[src/rtl/shift_sequencer_if.sv]
// Start/Busy/Done handshake bundle between pipeline control and shift_sequencer.
// The Arith request bit exists only when SHIFT_SEQ_ARITH_EN is defined.
interface shift_sequencer_if #(
    parameter int unsigned WIDTH = 32,
    parameter int unsigned AMT_W = 5
);
    logic             i_start;
    logic [WIDTH-1:0] i_shift_in;
    logic [AMT_W-1:0] i_sh_amt;
    logic             i_dir;
`ifdef SHIFT_SEQ_ARITH_EN
    logic             i_arith;
`endif
    logic             o_busy;
    logic             o_done;
    logic [WIDTH-1:0] o_shift_out;

`ifdef SHIFT_SEQ_ARITH_EN
    modport master (output i_start, i_shift_in, i_sh_amt, i_dir, i_arith,
                    input  o_busy, o_done, o_shift_out);
    modport slave  (input  i_start, i_shift_in, i_sh_amt, i_dir, i_arith,
                    output o_busy, o_done, o_shift_out);
`else
    modport master (output i_start, i_shift_in, i_sh_amt, i_dir,
                    input  o_busy, o_done, o_shift_out);
    modport slave  (input  i_start, i_shift_in, i_sh_amt, i_dir,
                    output o_busy, o_done, o_shift_out);
`endif
endinterface

[src/rtl/shift_sequencer.sv]
// Multi-cycle SLL/SRL shifter built from a shift-by-2 step plus a final 1-bit step.
// Define SHIFT_SEQ_ARITH_EN to add the Arith request bit (sign-filling right shifts).
module shift_sequencer #(
    parameter int unsigned WIDTH = 32,
    parameter int unsigned AMT_W = 5
) (
    input  logic                i_clk,
    input  logic                i_reset,
    shift_sequencer_if.slave    bus
);
    typedef enum logic [1:0] {
        IDLE  = 2'd0,
        SHIFT = 2'd1,
        DONE  = 2'd2
    } state_t;

    state_t             r_state;
    state_t             w_state_nxt;
    logic [WIDTH-1:0]   r_acc;
    logic [WIDTH-1:0]   w_acc_nxt;
    logic [AMT_W-1:0]   r_rem;
    logic [AMT_W-1:0]   w_rem_nxt;
    logic               r_dir;
    logic               r_busy;
    logic               r_done;
    logic [WIDTH-1:0]   r_shift_out;
    logic               w_fill;

`ifdef SHIFT_SEQ_ARITH_EN
    logic               r_arith;
    assign w_fill = r_dir & r_arith & r_acc[WIDTH-1];
`else
    assign w_fill = 1'b0;
`endif

    // State, operand and result registers
    always_ff @(posedge i_clk) begin
        if (i_reset) begin
            r_state     <= IDLE;
            r_acc       <= '0;
            r_rem       <= '0;
            r_dir       <= 1'b0;
            r_busy      <= 1'b0;
            r_done      <= 1'b0;
            r_shift_out <= '0;
`ifdef SHIFT_SEQ_ARITH_EN
            r_arith     <= 1'b0;
`endif
        end else begin
            r_state <= w_state_nxt;
            r_acc   <= w_acc_nxt;
            r_rem   <= w_rem_nxt;
            r_busy  <= (w_state_nxt != IDLE);
            r_done  <= (w_state_nxt == DONE);
            if (r_state == IDLE && bus.i_start) begin
                r_dir   <= bus.i_dir;
`ifdef SHIFT_SEQ_ARITH_EN
                r_arith <= bus.i_arith;
`endif
            end
            // Result is latched on entry to DONE so it is valid alongside the pulse
            if (w_state_nxt == DONE) begin
                r_shift_out <= w_acc_nxt;
            end
        end
    end

    // Next-state and datapath step
    always_comb begin
        w_state_nxt = r_state;
        w_acc_nxt   = r_acc;
        w_rem_nxt   = r_rem;
        case (r_state)
            IDLE: begin
                if (bus.i_start) begin
                    w_acc_nxt   = bus.i_shift_in;
                    w_rem_nxt   = bus.i_sh_amt;
                    w_state_nxt = (bus.i_sh_amt == '0) ? DONE : SHIFT;
                end
            end
            SHIFT: begin
                if (r_rem >= AMT_W'(2)) begin
                    w_acc_nxt = r_dir ? {{2{w_fill}}, r_acc[WIDTH-1:2]}
                                      : {r_acc[WIDTH-3:0], 2'b00};
                    w_rem_nxt = r_rem - AMT_W'(2);
                end else if (r_rem == AMT_W'(1)) begin
                    w_acc_nxt = r_dir ? {w_fill, r_acc[WIDTH-1:1]}
                                      : {r_acc[WIDTH-2:0], 1'b0};
                    w_rem_nxt = '0;
                end
                if (r_rem <= AMT_W'(2)) begin
                    w_state_nxt = DONE;
                end
            end
            DONE:    w_state_nxt = IDLE;
            default: w_state_nxt = IDLE;
        endcase
    end

    assign bus.o_busy      = r_busy;
    assign bus.o_done      = r_done;
    assign bus.o_shift_out = r_shift_out;
endmodule

[src/flat_wrapper.sv]
// flat-port wrapper written by rule: the top's interface ports become plain ports
module shift_sequencer_flat 
#(
    parameter int unsigned WIDTH = 32,
    parameter int unsigned AMT_W = 5
)
  (i_clk, i_reset, bus_i_start, bus_i_shift_in, bus_i_sh_amt, bus_i_dir, bus_o_busy, bus_o_done, bus_o_shift_out);
  shift_sequencer_if #(.WIDTH(WIDTH), .AMT_W(AMT_W)) bus_i ();
  input  logic i_clk;
  input  logic i_reset;
  input wire logic [$bits(bus_i.i_start)-1:0] bus_i_start;
  input wire logic [$bits(bus_i.i_shift_in)-1:0] bus_i_shift_in;
  input wire logic [$bits(bus_i.i_sh_amt)-1:0] bus_i_sh_amt;
  input wire logic [$bits(bus_i.i_dir)-1:0] bus_i_dir;
  output wire logic [$bits(bus_i.o_busy)-1:0] bus_o_busy;
  output wire logic [$bits(bus_i.o_done)-1:0] bus_o_done;
  output wire logic [$bits(bus_i.o_shift_out)-1:0] bus_o_shift_out;
  assign bus_i.i_start = bus_i_start;
  assign bus_i.i_shift_in = bus_i_shift_in;
  assign bus_i.i_sh_amt = bus_i_sh_amt;
  assign bus_i.i_dir = bus_i_dir;
  assign bus_o_busy = bus_i.o_busy;
  assign bus_o_done = bus_i.o_done;
  assign bus_o_shift_out = bus_i.o_shift_out;
  shift_sequencer #(.WIDTH(WIDTH), .AMT_W(AMT_W)) u_core (.i_clk(i_clk), .i_reset(i_reset), .bus(bus_i));
endmodule
[config.mk]
export PLATFORM = sky130hd
export DESIGN_NAME = shift_sequencer_flat
export DESIGN_NICKNAME = d
export VERILOG_FILES = /design/src/rtl/shift_sequencer_if.sv /design/src/rtl/shift_sequencer.sv /design/src/flat_wrapper.sv
export SDC_FILE = /design/constraint.sdc
export NUM_CORES = 1
export LEC_CHECK = 0
export ABC_AREA = 1
export CELL_PAD_IN_SITES_DETAIL_PLACEMENT = 1
export CELL_PAD_IN_SITES_GLOBAL_PLACEMENT = 1
export CORE_MARGIN = 1.5
export CORE_UTILIZATION = 35
export CTS_BUF_LIST = sky130_fd_sc_hd__clkbuf_4
export DETAILED_ROUTE_END_ITERATION = 8
export GPL_ROUTABILITY_DRIVEN = 0
export PLACE_DENSITY = 0.86
export SLEW_MARGIN = 25
export SYNTH_ARGS = -nofsm -noshare
export SYNTH_HDL_FRONTEND = slang
export SYNTH_SLANG_ARGS = --single-unit
[constraint.sdc]
create_clock -name i_clk -period 1.6 [get_ports i_clk]
set_input_delay 0.24 -clock i_clk [delete_from_list [all_inputs] [get_ports i_clk]]
set_output_delay 0.24 -clock i_clk [all_outputs]
set_load 0.01 [all_outputs]
==> results of run 1 <==
[cell type report]
| type | count | area, sq um |
|---|---|---|
| Inverter | 106 | 398 |
| Timing Repair Buffer | 130 | 1390 |
| Clock inverter | 5 | 22.5 |
| Sequential cell | 74 | 1490 |
| Fill cell | 1711 | 6650 |
| Clock buffer | 10 | 75.1 |
| Tap cell | 176 | 220 |
| Multi-Input combinational cell | 547 | 3050 |
[kinds of logic (layout without fill, tap and decap cells)]
group           count (synthesis)  in the layout  share of synthesized area [%]
compound gates                187            187                           22.1
buf+inv                       158            251                           14.5
fa+ha+maj                       1              1                          0.261
flops                          74             74                           30.9
xor+xnor                        2              2                          0.365
simple gates                  357            357                           32.0
[registers in the layout, indices dropped and copies added (netlist names)]
signal,cells
u_core.bus.o_busy,1
u_core.bus.o_done,1
u_core.bus.o_shift_out,32
u_core.r_acc,32
u_core.r_dir,1
u_core.r_rem,5
u_core.r_state,2
[final timing paths]
kind                                    from                    endpoint  slack (ns)  depth (start not counted)
setup / recovery             u_core.r_rem[2]  u_core.bus.o_shift_out[14]        -0.1                         11
hold / removal            bus_i_shift_in[20]            u_core.r_acc[20]        0.46                          3
setup reg to reg             u_core.r_rem[2]  u_core.bus.o_shift_out[14]        -0.1                         11
hold reg to reg   u_core.bus.o_shift_out[29]  u_core.bus.o_shift_out[29]        0.54                          4
[through the flow]
step	cells	setup slack [ns]	util, %
after floorplan	779	0.108	-
after global placement	1019	-0.192	44.4
after detailed placement	1019	-0.218	44.4
after CTS	1041	0.00125	46.5
after global routing	1048	-0.184	50.0
final	1048	-0.0983	50.0
[layer usage]
metal / track usage [%] / share of wire [%] / vias up
li1: - / - / 2739
met2: 40.6 / 48 / 184
met5: 0 / 0 / -
met3: 3.33 / 4.7 / 52
met1: 32.1 / 44 / 2768
met4: 8.18 / 3.0 / 0
[power breakdown]
group / switching, mW / total [mW] / internal [mW]
combinational: 4.25 / 7.59 / 3.34
clock: 0.706 / 1.02 / 0.309
sequential: 0.581 / 2.94 / 2.36
[worst reg2reg max path, cell delays in order, from the launching register on]
cell	delay [ns]
sky130_fd_sc_hd__dfxtp_2	0.35
sky130_fd_sc_hd__inv_2	0.08
sky130_fd_sc_hd__ha_4	0.16
sky130_fd_sc_hd__nand3_4	0.09
sky130_fd_sc_hd__nor2_4	0.24
sky130_fd_sc_hd__buf_6	0.16
sky130_fd_sc_hd__buf_16	0.13
sky130_fd_sc_hd__nand3_1	0.10
sky130_fd_sc_hd__nand2_1	0.12
sky130_fd_sc_hd__nand4_1	0.10
sky130_fd_sc_hd__nand2_1	0.08
sky130_fd_sc_hd__inv_1	0.04
[placed cells by master (no fill, tap or decap), drive strengths merged]
master         count
clkinv             5
nand3             40
a31oi             30
clkdlybuf4s50     40
buf               54
a21oi             64
xnor2              1
dlymetal6s2s       2
clkbuf            12
nor3               1
nand4             30
ha                 1
inv              106
o21ai             59
dlygate4sd2       32
o22ai              4
nand2            232
xor2               1
a22oi             30
nor2              54
dfxtp             74
[repair_timing]
item / in CTS / in global routing
buffers inserted: 3 / 5
gates cloned: 4 / 2
gates resized for setup: 54 / 100
pin swaps: 5 / 42
endpoints found under the setup margin: 68 / 71
==> results.md, run 1 <==
Outcome:
- The run finished, with violations left.
- The final reports fail on setup timing.

Critical path:
- The cell at the slowest stage of the critical path is sky130_fd_sc_hd__dfxtp_2.
- The highest fanout seen on the critical path is 5.
- The worst setup path is launched from a register.
- The worst setup path is captured at a register.
- In this design, the stage delay of the slowest critical-path cell is 0.35 ns.
- The critical path goes through inv_2, ha_4, nand3_4, nor2_4, buf_6, buf_16, nand3_1, nand2_1, nand4_1, nand2_1, inv_1.
- The critical path's most frequent cell is sky130_fd_sc_hd__nand2_1.
- Together, buffers and inverters on the worst path number 4.
- By startpoint and endpoint, the worst setup path is classified as register to register.
- The category of cells accounting for the largest share of critical-path delay is simple AND/OR/NAND/NOR gates.
- The data required time at the worst endpoint is 2.00 ns.
- The arrival time at the worst endpoint is 2.10 ns.

Place:
- The HPWL reported at the end of detailed placement is 10900 microns.
- The instance area after placement is slightly below 6000 sq um.
- Input and output buffers added on the ports amount to 74.

STA:
- Once routing completed, OpenROAD measured the worst setup slack at -0.0983 ns.
- The total count of hold-check failures in the final report is 0.
- The smallest clock period supported by the final layout is computed as 1.70 ns.
- Setup repair after global routing could not meet its margin everywhere.
- Setup violations remaining at the end of the flow were counted as 31.
- At the pin with the least slew margin, the transition time is 0.454 ns.
- The max-slew violation count was 0.
- Hold is met by 0.464 ns.
- The worst slew margin relative to its limit is 69.4%.
- Dividing the final minimum period by the clock period gives 106%.
- The clock skew after layout is 0.0261 ns.
- The highest attainable clock frequency is 589 MHz.
- Summed over all failing endpoints, the final setup total negative slack is -0.865 ns.

Synthesis:
- The synthesized design contains 74 register bits.
- The share of the synthesized area in the top cell type is 30.9%.
- The most used flip-flop cell after synthesis is sky130_fd_sc_hd__dfxtp_1.
- When the netlist entered floorplanning its net count stood at between 800 and 900.
- The distinct cell type count after synthesis is 28.
- Among all cell types in the netlist, the one instantiated most often is sky130_fd_sc_hd__nand2_1.
- Counting flops with a built-in enable in the synthesized netlist gives 0.
- The biggest area contributor in the post-synthesis netlist is sky130_fd_sc_hd__dfxtp_1.
- The share of synthesized flip-flops with an asynchronous set or reset is 0%.
- The post-synthesis instance area is 4790 sq um.
- The mean instance size in the synthesized netlist is 6.15 sq um.
- The post-synthesis cell count is 779.
- Yosys attributes the largest share of cell area to sky130_fd_sc_hd__dfxtp_1 31%, sky130_fd_sc_hd__nand2_1 18%, sky130_fd_sc_hd__inv_1 7.5%.
- The sequential-to-total area share from yosys stat is around 31%.
- The count of synthesis-stage warnings from yosys is 0.
- The commonest cells after synthesis are 228 x sky130_fd_sc_hd__nand2_1, 96 x sky130_fd_sc_hd__inv_1, 74 x sky130_fd_sc_hd__dfxtp_1, 64 x sky130_fd_sc_hd__a21oi_1, 49 x sky130_fd_sc_hd__nor2_1.

Clocking:
- In this run the deepest clock path goes through 2 buffers.
- At the later pin of the worst-skew pair, clock insertion delay measures just under 0.5 ns.
- Clock-pin slew was measured on the worst setup and hold paths at between 0.1 and 0.15 ns.
- The H-tree was split into 3 levels.
- The clock drives 74 sinks.
- The cts-stage hold buffer count is 0.
- The TritonCTS buffer count is 9.
- TritonCTS built the clock tree.
- The tree is rooted in a sky130_fd_sc_hd__clkbuf_4.

GRT:
- The via count of the first global-routing pass is roughly 5400.
- Summed over all layers, the global routing overflow is 0.
- The global-route wire length before repair is ~28000 microns.
- The number of antenna violations at the first check in global routing is 0.
- The overall fraction of global-route tracks in use is 24.3%.
- Entering global routing, the biggest net connects 68 pins.

Floorplanning:
- The initial cell density of the core is 36.1%.
- The chip height is 120 microns.
- 75 I/O pins were placed.
- The site row count is 42.
- The die is roughly 120 microns wide.
- The floorplan die area is ~14000 sq um.
- The core area is 13300 sq um.

Drt:
- Dividing the detail-routed wire length by the instance count gives 17.8 microns.
- The via density per instance is 5.48.
- The total length of routed wires is approximately 19000 microns.
- The remaining design rule violation count is 0.
- The post-route antenna net violation count is 0.
- The routed layout has 5743 vias.
- The first-iteration detailed-routing DRC count is 430.
- The number of search-and-repair iterations in the first detailed-routing pass is 5.

Pwr:
- The total power density per cell area is 1740 nW/um^2.
- Across the VDD grid, the largest voltage drop is 0.580 mV.
- In this run the static leakage power is roughly 3.0 nW.
- The design draws 11.6 mW.

Final layout:
- 0 antenna diodes ended up in the layout.
- Compared with the post-synthesis result, the final layout area differs by 38.6%.
- Cells with a size suffix above 1 make up 20.5% of the layout.
- The net count of the finished layout is 910.
- Once layout is done, the placed cells without fillers occupy between 6000 and 7000 sq um.

Worst hold path:
- The path class of the tightest hold or removal check is input port to register.

Run:
- The number of max-capacitance violations reported is 0.
(Power assumes the default switching activity.)
==> inputs of run 2 (changes only) <==
CORE_UTILIZATION = 42   (was 35)
PLACE_DENSITY = 0.95   (was 0.86)
clock period = 2.1 ns   (was 1.6 ns; I/O delays follow)
==> results.md, run 2 (synthesis results as in run 1) <==
Floorplanning:
- The initial cell density of the core is 43.7% (was 36.1%).
- The x dimension of the die came to 110 microns (was 120 microns).
- The chip height is 110 microns (was 120 microns).
- The count of pins on the block boundary is 75 (unchanged).
- The site row count is 38 (was 42).
- The floorplan die area is 12100 sq um (was 14400 sq um).
- The core area was 11000 sq um (was 13300 sq um).

Final layout:
- The layout-stage area growth over the synthesis result is 21.3% (was 38.6%).
- The number of diodes was 0 (unchanged).
- The share of the core filled with cells is 52.9% (was 50.0%).
- The share of cells above drive strength 1 was 7.40% (was 20.5%).
- The most frequent standard cell in the layout excluding fill and tap cells is sky130_fd_sc_hd__nand2_1 (unchanged).
- The net count of the finished layout was 875 (was 910).
- Most frequent cells in the layout: 228 x sky130_fd_sc_hd__nand2_1, 96 x sky130_fd_sc_hd__inv_1, 74 x sky130_fd_sc_hd__clkdlybuf4s50_1 (was 200 x sky130_fd_sc_hd__nand2_1, 95 x sky130_fd_sc_hd__inv_1, 67 x sky130_fd_sc_hd__dfxtp_1).

Critical path:
- The class of the most critical setup path is register to register (unchanged).
- The startpoint class of the critical path is a register (unchanged).
- The nature of the critical path endpoint is a register (unchanged).
- The data required time at the worst endpoint is 2.45 ns (was 2.00 ns).
- The highest fanout seen on the critical path is 11 (was 5).
- The arrival time at the worst endpoint is 2.25 ns (was 2.10 ns).

GRT:
- The overall fraction of global-route tracks in use came to 29.4% (was 24.3%).
- The global-route wire length before repair is 27800 microns (was 27700 microns).
- The via count of the first global-routing pass is 5900 (was 5443).
- The total global routing overflow is 0 (unchanged).
- The number of antenna violations at the first check in global routing is 0 (unchanged).
- The pin count of the biggest net entering global routing is 35 (was 68).

Clocking:
- The TritonCTS buffer count was 9 (unchanged).
- The number of sinks driven by the clock tree is 74 (unchanged).
- The buffer type at the clock tree root is sky130_fd_sc_hd__clkbuf_4 (unchanged).
- The buffers inserted during post-CTS setup optimization was 0 (was 3).
- The cts-stage hold buffer count is 0 (unchanged).
- The clock tree from TritonCTS is yes (unchanged).
- The clock slew at the register clock pins of the worst setup and hold paths came to 0.12 ns (was 0.13 ns).
- The insertion delay of the later-clocked pin in the worst-skew pair is 0.45 ns (was 0.49 ns).
- The post-cts sizing count is 0 (was 54).
- The number of H-tree levels is 3 (unchanged).
- The maximum clock insertion buffer count is 2 (unchanged).

Place:
- The HPWL reported at the end of detailed placement is 11500 microns (was 10900 microns).
- The number of buffer cells added on primary ports came to 74 (unchanged).

Pwr:
- The maximum vdd drop is 0.871 mV (was 0.580 mV).
- The total power density per cell area is 1230 nW/um^2 (was 1740 nW/um^2).
- The standby leakage power was 2.54 nW (was 3.04 nW).

STA:
- The worst slew margin relative to its limit is 62.9% (was 69.4%).
- The transition time of the tightest slew-check pin is 0.556 ns (was 0.454 ns).
- The total count of hold-check failures in the final report is 0 (unchanged).
- The summed negative setup slack over all endpoints is 0 ns (was -0.865 ns).
- The minimum clock period after layout is 1.90 ns (was 1.70 ns).
- The max-slew violation count came to 0 (unchanged).
- The clock skew after layout is 0.0103 ns (was 0.0261 ns).
- The highest attainable clock frequency is 526 MHz (was 589 MHz).
- RSZ-0062 raised after global routing: no (was yes).
- The total setup violations reported at the end of the flow is 0 (was 31).
- The period utilization came to 90.5% (was 106%).

Drt:
- The wire length on met3 is 869 microns (was 870 microns).
- The wire length per cell after detailed routing was 17.1 microns (was 17.8 microns).
- The first-iteration detailed-routing DRC count is 295 (was 430).
- The highest signal layer in the routed design is met4 (unchanged).
- The met2 wire length is 8560 microns (was 8970 microns).
- The total length of routed wires is 16700 microns (was 18600 microns).
- The remaining design rule violation count was 0 (unchanged).
- The number of search-and-repair iterations in the first detailed-routing pass is 7 (was 5).
- The via density per instance was 5.73 (was 5.48).
- The routed metal-1 wirelength is 6940 microns (was 8220 microns).
- The post-route antenna net violation count is 0 (unchanged).
- The via count is 5600 (was 5743).

Worst hold path:
- The type of the tightest min-delay check is input port to register (unchanged).

Outcome:
- Run status: finished clean (was finished with violations).

Run:
- The number of max-capacitance violations reported was 0 (unchanged).
[run 2: cell count changes in the layout (fill, tap and decap cells not counted), sizes merged]
cell / before / now
clkinvlp: 0 / 2
dlygate4sd2: 32 / 0
clkdlybuf4s50: 40 / 74
bufinv: 0 / 1
dlymetal6s2s: 2 / 0
buf: 54 / 21
clkinv: 5 / 2
clkbuf: 12 / 11
[run 2: through the flow]
stage	total power, mW	setup slack [ns]	std cells	cell area [sq um]	hold WS [ns]
2_1_floorplan	4.80	0.608	779	4790	0.489
3_3_place_gp	5.92	0.132	962	5680	0.523
3_5_place_dp	6.20	0.0325	962	5680	0.536
4_1_cts	7.15	0.201	978	5810	0.514
5_1_grt	7.72	0.0453	978	5810	0.543
6_report	7.17	0.200	978	5810	0.534
[run 2: metal layers]
layer	global-route usage [%]	vias to the layer above
li1	-	2661
met1	33.7	2738
met2	52.5	164
met3	5.87	37
met4	13.3	0
met5	0	-
[run 2: area by class of cell]
cell class | count | area, sq um
well taps | 140 | 175
multi-input cells | 547 | 2620
inverters | 106 | 398
fillers | 1523 | 5170
flip-flops and latches | 74 | 1480
clock buffers | 11 | 82.6
repair buffers | 95 | 998
clock inverters | 5 | 55.1
[run 2: worst paths after layout]
path	start	endpoint	slack (ns)	cells past startpoint
min	bus_i_dir	u_core.r_dir	0.53	3
max	u_core.r_rem[1]	u_core.bus.o_shift_out[19]	0.20	11
min reg2reg	u_core.bus.o_shift_out[0]	u_core.bus.o_shift_out[0]	0.56	4
max reg2reg	u_core.r_rem[1]	u_core.bus.o_shift_out[19]	0.20	11
[run 2: critical path: stages, from the launching register on]
cell	delay [ns]
sky130_fd_sc_hd__dfxtp_1	0.45
sky130_fd_sc_hd__inv_2	0.09
sky130_fd_sc_hd__ha_1	0.25
sky130_fd_sc_hd__nand2_1	0.09
sky130_fd_sc_hd__nor2_1	0.05
sky130_fd_sc_hd__nand2_2	0.20
sky130_fd_sc_hd__buf_4	0.24
sky130_fd_sc_hd__a21oi_1	0.08
sky130_fd_sc_hd__nand2_1	0.11
sky130_fd_sc_hd__nand4_1	0.11
sky130_fd_sc_hd__nand2_1	0.08
sky130_fd_sc_hd__inv_1	0.04
[run 2: power breakdown]
group	internal (mW)	total (mW)	switching, mW
sequential	1.79	2.25	0.460
clock	0.385	0.928	0.543
combinational	1.60	3.99	2.39
total	3.77	7.17	3.40
